<file path="config.mk">
export PLATFORM = sky130hd
export DESIGN_NAME = msd_cmd_scheduler
export DESIGN_NICKNAME = d
export VERILOG_FILES = /design/src/rtl/msd_dimm_pkg.sv /design/src/rtl/msd_req_fifo.sv /design/src/rtl/msd_cmd_scheduler.sv
export SDC_FILE = /design/constraint.sdc
export NUM_CORES = 1
export LEC_CHECK = 0
export CAP_MARGIN = 20
export CORE_MARGIN = 2
export CORE_UTILIZATION = 60
export DETAILED_ROUTE_END_ITERATION = 8
export PLACE_DENSITY_LB_ADDON = 0.2
export SYNTH_ARGS = -nofsm -noshare
export SYNTH_HDL_FRONTEND = slang
export SYNTH_SLANG_ARGS = --single-unit
</file>
<file path="constraint.sdc">
create_clock -name clk -period 9.5 [get_ports clk]
set_input_delay 0.95 -clock clk [delete_from_list [all_inputs] [get_ports clk]]
set_output_delay 0.95 -clock clk [all_outputs]
set_load 0.005 [all_outputs]
</file>
<file path="src/rtl/msd_dimm_pkg.sv">
// Shared DDR5 command/request types, default timings and address decode helpers
// for the MSD memory controller.
package msd_dimm_pkg;

   typedef enum logic [2:0] {
      CMD_NOP  = 3'd0,
      CMD_ACT0 = 3'd1,
      CMD_ACT1 = 3'd2,
      CMD_RD0  = 3'd3,
      CMD_RD1  = 3'd4,
      CMD_WR0  = 3'd5,
      CMD_WR1  = 3'd6,
      CMD_PRE  = 3'd7
   } cmd_e;

   typedef enum logic [1:0] {
      OP_RD     = 2'd0,
      OP_WR     = 2'd1,
      OP_IFETCH = 2'd2,
      OP_ILL    = 2'd3
   } req_op_e;

   // Request as held in the queue: already decoded into DIMM coordinates.
   typedef struct packed {
      req_op_e     op;
      logic        chan;
      logic [2:0]  bg;
      logic [1:0]  ba;
      logic [15:0] row;
      logic [9:0]  col;
   } req_t;

   localparam int PHYS_W     = 34;
   localparam int NUM_BANKS  = 32;

   localparam int DEF_T_RCD    = 39;
   localparam int DEF_T_RP     = 39;
   localparam int DEF_T_RAS    = 76;
   localparam int DEF_T_RTP    = 18;
   localparam int DEF_T_WR_PRE = 118;
   localparam int DEF_T_CCD    = 12;

   function automatic int max_i(input int a, input int b);
      return (a > b) ? a : b;
   endfunction

   function automatic int sat_sub(input int a, input int b);
      return (a > b) ? a - b : 0;
   endfunction

   function automatic logic get_chan(input logic [PHYS_W-1:0] a);
      return a[6];
   endfunction

   function automatic logic [2:0] get_bg(input logic [PHYS_W-1:0] a);
      return a[9:7];
   endfunction

   function automatic logic [1:0] get_ba(input logic [PHYS_W-1:0] a);
      return a[11:10];
   endfunction

   function automatic logic [15:0] get_row(input logic [PHYS_W-1:0] a);
      return a[33:18];
   endfunction

   function automatic logic [9:0] get_col(input logic [PHYS_W-1:0] a);
      return {a[17:12], a[5:2]};
   endfunction

   function automatic req_t decode_req(input logic [1:0] op, input logic [PHYS_W-1:0] a);
      req_t r;
      r.op   = req_op_e'(op);
      r.chan = get_chan(a);
      r.bg   = get_bg(a);
      r.ba   = get_ba(a);
      r.row  = get_row(a);
      r.col  = get_col(a);
      return r;
   endfunction

endpackage

</file>
<file path="src/rtl/msd_req_fifo.sv">
// Show-ahead request FIFO: head entry is visible combinationally while the
// queue is non-empty; push is ignored when full, pop when empty.
module msd_req_fifo #(
   parameter int DEPTH = 16,
   parameter int WIDTH = 34
) (
   input  logic                         clk,
   input  logic                         srst,
   input  logic                         push,
   input  logic [WIDTH-1:0]             push_data,
   input  logic                         pop,
   output logic [WIDTH-1:0]             head,
   output logic [$clog2(DEPTH+1)-1:0]   count,
   output logic                         full,
   output logic                         empty
);

   localparam int PW = $clog2(DEPTH);
   localparam int CW = $clog2(DEPTH+1);

   logic [WIDTH-1:0] mem [DEPTH];
   logic [PW-1:0]    wr_ptr_reg;
   logic [PW-1:0]    rd_ptr_reg;
   logic [CW-1:0]    count_reg;
   logic             do_push;
   logic             do_pop;

   assign full    = (count_reg == CW'(DEPTH));
   assign empty   = (count_reg == '0);
   assign do_push = push && !full;
   assign do_pop  = pop && !empty;
   assign head    = mem[rd_ptr_reg];
   assign count   = count_reg;

   always_ff @(posedge clk) begin
      if (do_push) begin
         mem[wr_ptr_reg] <= push_data;
      end
   end

   always_ff @(posedge clk) begin
      if (srst) begin
         wr_ptr_reg <= '0;
         rd_ptr_reg <= '0;
         count_reg  <= '0;
      end else begin
         if (do_push) wr_ptr_reg <= wr_ptr_reg + 1'b1;
         if (do_pop)  rd_ptr_reg <= rd_ptr_reg + 1'b1;
         case ({do_push, do_pop})
            2'b10:   count_reg <= count_reg + 1'b1;
            2'b01:   count_reg <= count_reg - 1'b1;
            default: ;
         endcase
      end
   end

endmodule

</file>
<file path="src/rtl/msd_cmd_scheduler.sv">
// DDR5 command scheduler: in-order request queue, per-bank open-row table and
// timed ACT/CAS/PRE sequencing onto a registered DIMM command bus.
module msd_cmd_scheduler
   import msd_dimm_pkg::*;
#(
   parameter int QUEUE_DEPTH = 16,
   parameter int ADDR_W      = 34,
   parameter int OPEN_PAGE   = 0,
   parameter int T_RCD       = DEF_T_RCD,
   parameter int T_RP        = DEF_T_RP,
   parameter int T_RAS       = DEF_T_RAS,
   parameter int T_RTP       = DEF_T_RTP,
   parameter int T_WR_PRE    = DEF_T_WR_PRE,
   parameter int T_CCD       = DEF_T_CCD
) (
   input  logic                              clk,
   input  logic                              rst,
   input  logic                              req_valid,
   output logic                              req_ready,
   input  logic [1:0]                        req_op,
   input  logic [ADDR_W-1:0]                 req_addr,
   output logic                              req_err,
   output logic                              cmd_valid,
   output cmd_e                              cmd_type,
   output logic                              cmd_chan,
   output logic [2:0]                        cmd_bg,
   output logic [1:0]                        cmd_ba,
   output logic [15:0]                       cmd_row,
   output logic [9:0]                        cmd_col,
   output logic [$clog2(QUEUE_DEPTH+1)-1:0]  q_count,
   output logic                              q_full
);

   localparam int T_MAX = max_i(max_i(max_i(T_RCD, T_RP), max_i(T_RAS, T_RTP)),
                                max_i(T_WR_PRE, T_CCD));
   localparam int TW    = $clog2(T_MAX) + 1;

   // A timer loaded at the edge that drives command A reads zero in the cycle
   // where the FSM decides; B then appears 2 edges later (3 via IDLE after WAIT_RP).
   localparam logic [TW-1:0] LD_RCD = TW'(sat_sub(T_RCD, 2));
   localparam logic [TW-1:0] LD_CCD = TW'(sat_sub(T_CCD, 2));
   localparam logic [TW-1:0] LD_RAS = TW'(sat_sub(T_RAS, 2));
   localparam logic [TW-1:0] LD_RTP = TW'(sat_sub(T_RTP, 2));
   localparam logic [TW-1:0] LD_WR  = TW'(sat_sub(T_WR_PRE, 2));
   localparam logic [TW-1:0] LD_RP  = TW'(sat_sub(T_RP, 3));

   localparam logic [3:0] ST_IDLE     = 4'd0;
   localparam logic [3:0] ST_ACT0     = 4'd1;
   localparam logic [3:0] ST_ACT1     = 4'd2;
   localparam logic [3:0] ST_WAIT_CAS = 4'd3;
   localparam logic [3:0] ST_CAS0     = 4'd4;
   localparam logic [3:0] ST_CAS1     = 4'd5;
   localparam logic [3:0] ST_WAIT_PRE = 4'd6;
   localparam logic [3:0] ST_PRE      = 4'd7;
   localparam logic [3:0] ST_WAIT_RP  = 4'd8;

   function automatic logic [TW-1:0] dec(input logic [TW-1:0] v);
      return (v == '0) ? v : v - 1'b1;
   endfunction

   function automatic logic [TW-1:0] tmax(input logic [TW-1:0] a, input logic [TW-1:0] b);
      return (a > b) ? a : b;
   endfunction

   logic [3:0]    state_reg, state_next;
   logic [TW-1:0] rcd_reg, ccd_reg, pre_reg, rp_reg;
   req_t          head_req, push_req, cur_req_reg;
   logic          q_empty, push, pop, cur_is_wr;
   logic [4:0]    head_bank, cur_bank;
   logic          bank_valid_reg [NUM_BANKS];
   logic [15:0]   bank_row_reg   [NUM_BANKS];
   logic          bank_hit, bank_conflict;
   cmd_e          cmd_next;

   assign req_ready = !q_full;
   assign push      = req_valid && req_ready && (req_op != 2'd3);
   assign pop       = (state_reg == ST_CAS1);
   assign push_req  = decode_req(req_op, PHYS_W'(req_addr));

   msd_req_fifo #(
      .DEPTH (QUEUE_DEPTH),
      .WIDTH ($bits(req_t))
   ) u_fifo (
      .clk       (clk),
      .srst      (rst),
      .push      (push),
      .push_data (push_req),
      .pop       (pop),
      .head      (head_req),
      .count     (q_count),
      .full      (q_full),
      .empty     (q_empty)
   );

   assign head_bank     = {head_req.bg, head_req.ba};
   assign cur_bank      = {cur_req_reg.bg, cur_req_reg.ba};
   assign cur_is_wr     = (cur_req_reg.op == OP_WR);
   assign bank_hit      = (OPEN_PAGE != 0) && bank_valid_reg[head_bank] &&
                          (bank_row_reg[head_bank] == head_req.row);
   assign bank_conflict = (OPEN_PAGE != 0) && bank_valid_reg[head_bank] &&
                          (bank_row_reg[head_bank] != head_req.row);

   always_comb begin
      state_next = state_reg;
      case (state_reg)
         ST_IDLE: begin
            if (!q_empty) begin
               if (bank_hit)           state_next = ST_WAIT_CAS;
               else if (bank_conflict) state_next = ST_WAIT_PRE;
               else                    state_next = ST_ACT0;
            end
         end
         ST_ACT0:     state_next = ST_ACT1;
         ST_ACT1:     state_next = ST_WAIT_CAS;
         ST_WAIT_CAS: if (rcd_reg == '0 && ccd_reg == '0) state_next = ST_CAS0;
         ST_CAS0:     state_next = ST_CAS1;
         ST_CAS1:     state_next = (OPEN_PAGE != 0) ? ST_IDLE : ST_WAIT_PRE;
         ST_WAIT_PRE: if (pre_reg == '0) state_next = ST_PRE;
         ST_PRE:      state_next = ST_WAIT_RP;
         ST_WAIT_RP:  if (rp_reg == '0) state_next = ST_IDLE;
         default:     state_next = ST_IDLE;
      endcase
   end

   always_comb begin
      cmd_next = CMD_NOP;
      case (state_reg)
         ST_ACT0: cmd_next = CMD_ACT0;
         ST_ACT1: cmd_next = CMD_ACT1;
         ST_CAS0: cmd_next = cur_is_wr ? CMD_WR0 : CMD_RD0;
         ST_CAS1: cmd_next = cur_is_wr ? CMD_WR1 : CMD_RD1;
         ST_PRE:  cmd_next = CMD_PRE;
         default: cmd_next = CMD_NOP;
      endcase
   end

   always_ff @(posedge clk) begin
      if (rst) begin
         state_reg   <= ST_IDLE;
         rcd_reg     <= '0;
         ccd_reg     <= '0;
         pre_reg     <= '0;
         rp_reg      <= '0;
         cur_req_reg <= '0;
         req_err     <= 1'b0;
         cmd_valid   <= 1'b0;
         cmd_type    <= CMD_NOP;
         cmd_chan    <= 1'b0;
         cmd_bg      <= '0;
         cmd_ba      <= '0;
         cmd_row     <= '0;
         cmd_col     <= '0;
      end else begin
         state_reg <= state_next;
         req_err   <= req_valid && req_ready && (req_op == 2'd3);
         if (state_reg == ST_IDLE && !q_empty) cur_req_reg <= head_req;

         rcd_reg <= (state_reg == ST_ACT0) ? LD_RCD : dec(rcd_reg);
         ccd_reg <= (state_reg == ST_CAS0) ? LD_CCD : dec(ccd_reg);
         rp_reg  <= (state_reg == ST_PRE)  ? LD_RP  : dec(rp_reg);
         // A single pre-timer covers every bank, so it only ever extends.
         if (state_reg == ST_ACT0)      pre_reg <= tmax(dec(pre_reg), LD_RAS);
         else if (state_reg == ST_CAS0) pre_reg <= tmax(dec(pre_reg), cur_is_wr ? LD_WR : LD_RTP);
         else                           pre_reg <= dec(pre_reg);

         cmd_valid <= (cmd_next != CMD_NOP);
         cmd_type  <= cmd_next;
         cmd_chan  <= (cmd_next != CMD_NOP) ? cur_req_reg.chan : 1'b0;
         cmd_bg    <= (cmd_next != CMD_NOP) ? cur_req_reg.bg   : 3'd0;
         cmd_ba    <= (cmd_next != CMD_NOP) ? cur_req_reg.ba   : 2'd0;
         cmd_row   <= (cmd_next != CMD_NOP) ? cur_req_reg.row  : 16'd0;
         cmd_col   <= (cmd_next != CMD_NOP) ? cur_req_reg.col  : 10'd0;
      end
   end

   for (genvar gi = 0; gi < NUM_BANKS; gi++) begin : g_bank
      always_ff @(posedge clk) begin
         if (rst) begin
            bank_valid_reg[gi] <= 1'b0;
         end else if (cur_bank == 5'(gi)) begin
            if (state_reg == ST_ACT0)     bank_valid_reg[gi] <= 1'b1;
            else if (state_reg == ST_PRE) bank_valid_reg[gi] <= 1'b0;
         end
      end

      always_ff @(posedge clk) begin
         if (state_reg == ST_ACT0 && cur_bank == 5'(gi)) bank_row_reg[gi] <= cur_req_reg.row;
      end
   end

endmodule

</file>
* After elaboration in Yosys (flattened, before gate mapping) *
Memories as Yosys holds them, arrays and structs flattened. A register that Yosys moved wholly into a read port is not among the register bits.
Index checks and enable logic that the tools add are counted.

operators by class
  $add $sub $neg = 8
  magnitude comparators = 2
  equal/unequal tests = 21
  muxes and demuxes = 23
  bitwise gates (word level) = 1
  reduce and logical (&&, ||, !) cells = 22

operators with widths
  operator                                               count
  2-to-1 mux 8 bit                                       5
  one-hot mux 4 bit (9 select lines)                     1
  zero test 8 bit                                        4
  subtractor 8 x 1 -> 8 bit, second input constant       4
  2-to-1 mux 4 bit                                       6
  2-to-1 mux 6 bit                                       4
  equality test 4 x 3 -> 1 bit, second input constant    4
  one-hot mux 3 bit (5 select lines)                     1
  inequality test 2 bit, second input constant           5
  one-hot mux 5 bit (2 select lines)                     1
  adder 4 x 1 -> 4 bit, second input constant            2
  equality test 4 x 2 -> 1 bit, second input constant    2
  > comparator 8 x 7 -> 1 bit                            1
  > comparator 8 x 7 -> 1 bit, second input constant     1
  OR reduction 2 bit                                     4
  logical AND 1 bit                                      7
  2-to-1 mux 7 bit                                       1
  inequality test 2 x 1 -> 1 bit, second input constant  3
  adder 5 x 1 -> 5 bit, second input constant            1
  equality test 5 bit, second input constant             1
  zero test 5 bit                                        1
  subtractor 5 x 1 -> 5 bit, second input constant       1
  equality test 2 x 1 -> 1 bit, second input constant    2
  equality test 2 bit, second input constant             2
  11 further kinds                                       13

word-level totals
  register bits after elaboration = 86
  bits in writable memories = 544
  output and inout bits = 44
  memories = 1

memories
  memory      words  bits a word  rd ports  clocked after Yosys merged registers in  write ports  RTL line            RTL
  u_fifo.mem  16     34           1         1                                        1            msd_req_fifo.sv:21  logic [WIDTH-1:0] mem [DEPTH];

* Longest topological paths before layout *
  depth after elaboration = 7
  mapped depth = 14

* Hierarchy *
From an unflattened synthesis, not the netlist that was laid out.

second synthesis, totals
  cell total of the unflattened synthesis = 1446
  area, all modules = 25517.0 um^2

modules (own cells, without submodules)
  module             instances  cells each  area each (um^2)  sequential area each (um^2)
  msd_req_fifo       1          957         21339.2           16676.0
  msd_cmd_scheduler  1          489         4177.8            2142.1

* Least setup slack after synthesis *
Ideal clock, no wire load.

  path type = input to register
  from = input req_op[0]
  to = memory u_fifo.mem[3][0] (enable)
  setup time = 0.467 ns
  arrival time = 3.934 ns
  slack = 5.098 ns
  stages on the path = 5
  buffers on the path = 1
  path through = nand2_1 and3_1 clkbuf_1 nand2_1 nor3_1

between the ends
  word-level cells in the longest chain between the ends = 5

ends and longest elaborated chain
  what                                    RTL line                 RTL
  start: declaration                      msd_cmd_scheduler.sv:20  input logic [1:0] req_op,
  inequality test 2 bit                   msd_cmd_scheduler.sv:76  assign push = req_valid && req_ready && (req_op != 2'd3);
  logical AND 1 bit                       msd_cmd_scheduler.sv:76
  logical AND 1 bit                       msd_req_fifo.sv:30       assign do_push = push && !full;
  2-to-1 mux 1 bit                        msd_req_fifo.sv:36       if (do_push) begin
  2-to-1 mux 1 bit (implied by the code)  msd_req_fifo.sv:37       mem[wr_ptr_reg] <= push_data;
  end: declaration                        msd_req_fifo.sv:21

No other way between the ends.

* Worst setup path after layout *
  from = input req_op[1]
  to = memory u_fifo.mem[2][16] (enable)

Same word-level chain as after synthesis.

==> impl_metrics.sql <==
INSERT INTO impl_metrics (metric_group, metric, value, unit) VALUES
('outcome', 'status', 'complete, no violations', ''),
('sta', 'max_freq', '0.2530', 'GHz'),
('sta', 'worst_hold_margin', '0.4513', 'ns'),
('power_and_ir_drop', 'total_leakage_power', '0.009230', 'uW'),
('detailed_routing', 'drt_wirelength', '52340', 'um'),
('sta', 'worst_setup_skew_after_layout', '0.01564', 'ns'),
('detailed_routing', 'drcViolationCount', '0', ''),
('synthesis', 'netlist_area', '25350', 'um2'),
('global_routing', 'grt_first_pass_wirelength', '79490', 'um'),
('clock_network', 'post-cts-setup-buffers', '0', ''),
('worst_setup_path', 'setup.worst_path.end_class', 'flip-flop', ''),
('clock_network', 'cts.repair.resized', '0', ''),
('clock_network', 'cts_made_buffers', '61', ''),
('sta', 'timing_max_transition_violations_final', '0', ''),
('worst_setup_path', 'crit_fanout', '26', ''),
('synthesis', 'yosys-mux-area-fraction', '0.1526', ''),
('detailed_routing', 'avgRoutedWirePerCell', '25.58', 'um'),
('power_and_ir_drop', 'irDropWorstVdd', '0.2194', 'mV'),
('floorplanning', 'width_of_the_die', '209.6', 'um'),
('worst_setup_path', 'crit_path_start', 'req_op[1]', ''),
('worst_setup_path', 'crit-reg2reg-launch', 'u_fifo.count[1]', ''),
('synthesis', 'synth_xor_area_frac', '0.01140', ''),
('final_layout', 'final_util', '0.6938', ''),
('worst_setup_path', 'critPathRequiredTime', '9.75', 'ns'),
('final_layout', 'nNetsFinal', '1510', ''),
('final_layout', 'final_layout_size_suffix_gt1_frac', '0.2198', ''),
('power_and_ir_drop', 'powerDensity', '230.3', 'nW/um2'),
('clock_network', 'clk_path_buf_depth', '3', ''),
('floorplanning', 'die_h', '209.6', 'um'),
('floorplanning', 'core_region_area', '41850', 'um2'),
('power_and_ir_drop', 'total_power', '6687', 'uW'),
('global_routing', 'first_global_vias', '13120', ''),
('detailed_routing', 'drtIter0Drc', '1198', ''),
('place', 'place_hpwl', '27710', 'um'),
('floorplanning', 'pin_count', '83', ''),
('clock_network', 'cts.hold.buffers_added', '0', ''),
('place', 'port_buffers', '80', ''),
('clock_network', 'cts.reportedPaths.clkPinSlew', '0.06', 'ns'),
('detailed_routing', 'vias', '12700', ''),
('floorplanning', 'floorplan.die_area', '43910', 'um2'),
('synthesis', 'combinational_family_with_the_most_area_after_synthesis', 'multiplexers', ''),
('min_path', 'timing.hold.worst.class', 'flip-flop to flip-flop', ''),
('sta', 'slew_headroom', '0.3104', ''),
('sta', 'final.setup.tns', '0', 'ns'),
('clock_network', 'clk-insertion-delay-late', '0.62', 'ns'),
('clock_network', 'clock_sink_count', '664', ''),
('synthesis', 'yosys_register_bits', '664', ''),
('synthesis', 'synthesis.nets', '1407', ''),
('sta', 'fin_crit_sh', '0.4160', ''),
('sta', 'final-setup-viol-count', '0', ''),
('final_layout', 'fillers', '2564', ''),
('synthesis', 'synth_fa_ha_area_frac', '0.009180', ''),
('synthesis', 'post_synthesis_sequential_area_ratio', '0.7392', ''),
('clock_network', 'cts_tree', 'built', ''),
('synthesis', 'synthSimpleGateAreaFrac', '0.05089', ''),
('sta', 'rsz_0062_raised_after_global_routing', 'false', ''),
('final_layout', 'areaGrowthSynthToFinish', '14.54', '%'),
('sta', 'measured_slew_at_the_worst_slew_check_pin', '1.034', 'ns'),
('global_routing', 'globalRouteOverflowTotal', '0', ''),
('flow_run', 'max_cap_viol_count', '0', ''),
('clock_network', 'clockRootBuffer', 'sky130_fd_sc_hd__clkbuf_16', ''),
('global_routing', 'grt_start_max_net_pins', '105', ''),
('place', 'gp_congestion', '0.8212', ''),
('global_routing', 'grtUsageTotal', '0.2465', ''),
('detailed_routing', 'drt_pass1_iterations', '7', ''),
('synthesis', 'synth_warnings', '0', ''),
('min_path', 'hold_start', 'cur_req_reg[13]', ''),
('clock_network', 'htreeDepth', '2', ''),
('place', 'dpl-instance-area', '26920', 'um2'),
('detailed_routing', 'vias_per_cell', '6.209', ''),
('sta', 'report.final.hold_viol_count', '0', '');
[where the power goes]
part | internal, uW | switching (uW) | total (uW)
clock | 1480 | 1040 | 2520
combinational | 315 | 486 | 802
sequential | 3270 | 99.2 | 3370
[critical path, stage by stage]
cell                              delay (ns)
sky130_fd_sc_hd__clkdlybuf4s50_1        0.72
sky130_fd_sc_hd__nand2_1                0.30
sky130_fd_sc_hd__and3_1                 0.45
sky130_fd_sc_hd__nand2_1                0.32
sky130_fd_sc_hd__nor3_2                 0.81
sky130_fd_sc_hd__buf_4                  0.63
[Yosys cell counts (all sizes together)]
cell     instances  area share
buf             25      0.0045
nand4            2     0.00049
mux4           170        0.15
o21a             1     0.00030
a21o             1     0.00030
nand4b           1     0.00035
ha              17      0.0084
o31a             3      0.0010
nor2            70       0.010
a211oi           2     0.00079
nor4             3     0.00074
mux2i            4      0.0016
nand3b           2     0.00059
nor3            25      0.0049
nand2b           7      0.0017
o211ai           2     0.00059
and3             4     0.00099
a22oi            1     0.00030
fa               1     0.00079
or3              3     0.00074
inv             23      0.0034
a21oi           52       0.010
or2              3     0.00074
a311o            1     0.00039
or3b             2     0.00079
nand2           97       0.014
dfxtp          120       0.095
o41ai            1     0.00035
edfxtp         544        0.64
o211a            1     0.00039
clkbuf          43      0.0064
o311ai           1      0.0010
o31ai            6      0.0018
o21ai           15      0.0030
nor3b            1     0.00030
xnor2           15      0.0052
a2111oi          2     0.00069
nand3           12      0.0024
and2            33      0.0081
xor2            18      0.0062
a31oi            4     0.00099
a2bb2oi          1     0.00035
or4              5      0.0018
nor2b            6      0.0015
[worst paths after layout]
path	end	slack (ns)	depth (start not counted)
worst max-delay path	u_fifo.mem[2][16]	5.55	6
worst min-delay path	cur_req_reg[13]	0.45	2
worst max register to register	u_fifo.count[4]	6.08	12
worst min register to register	cur_req_reg[13]	0.45	2
[placed cells by master (no fill, tap or decap), drive strengths merged, types with 2 or more instances in the layout]
cell type,synthesis,final
buf,25,29
nor2,70,70
o21ai,15,15
nand3b,2,2
clkinvlp,0,2
o31ai,6,6
nor3,25,25
mux2i,4,4
o31a,3,3
bufinv,0,6
o211ai,2,2
ha,17,17
nand2b,7,7
and2,33,33
edfxtp,544,544
clkinv,0,19
clkdlybuf4s50,0,79
a31oi,4,4
and3,4,4
or2,3,3
a211oi,2,2
dfxtp,120,120
a2111oi,2,2
xnor2,15,15
clkbuf,43,88
a21oi,52,52
or3b,2,2
nand4,2,2
mux4,170,170
nor2b,6,6
xor2,18,18
nand3,12,12
or4,5,5
inv,23,24
or3,3,3
nor4,3,3
nand2,97,97
[metrics by stage]
step,setup WS (ns),instances
after floorplan,5.098,1350
after CTS,5.503,2045
after global routing,5.364,2045
after global placement,4.954,1928
final,5.548,2046
after detailed placement,4.867,1929
[final cells by class]
type / instances / area (um2) / area share
timing repair buffer: 108 / 1039 / 0.03577
tap: 539 / 674.4 / 0.02323
sequential: 664 / 18750 / 0.6457
clock inverter: 28 / 310.3 / 0.01069
antenna: 1 / 2.502 / 0.00008618
clock buffer: 88 / 1800 / 0.06201
inverter: 23 / 86.33 / 0.002973
multi-input combinational: 595 / 6375 / 0.2196
[routing by layer]
metal  wire length [um]  vias to the layer above  track usage
met4               1053                        0      0.06676
li1                   -                     5533            -
met5                  0                        -            0
met3               3234                       88      0.04519
met2              26470                      441       0.4157
met1              21580                     6641       0.3380
[cells by family (layout without fill, tap and decap cells)]
logic type | Yosys count | count (layout)
buf+inv | 91 | 247
compound gates | 94 | 94
mux | 174 | 174
simple gates | 276 | 276
other cells | 0 | 1
fa+ha+maj | 18 | 18
xor+xnor | 33 | 33
flops | 664 | 664
(Power assumes the default switching activity.)
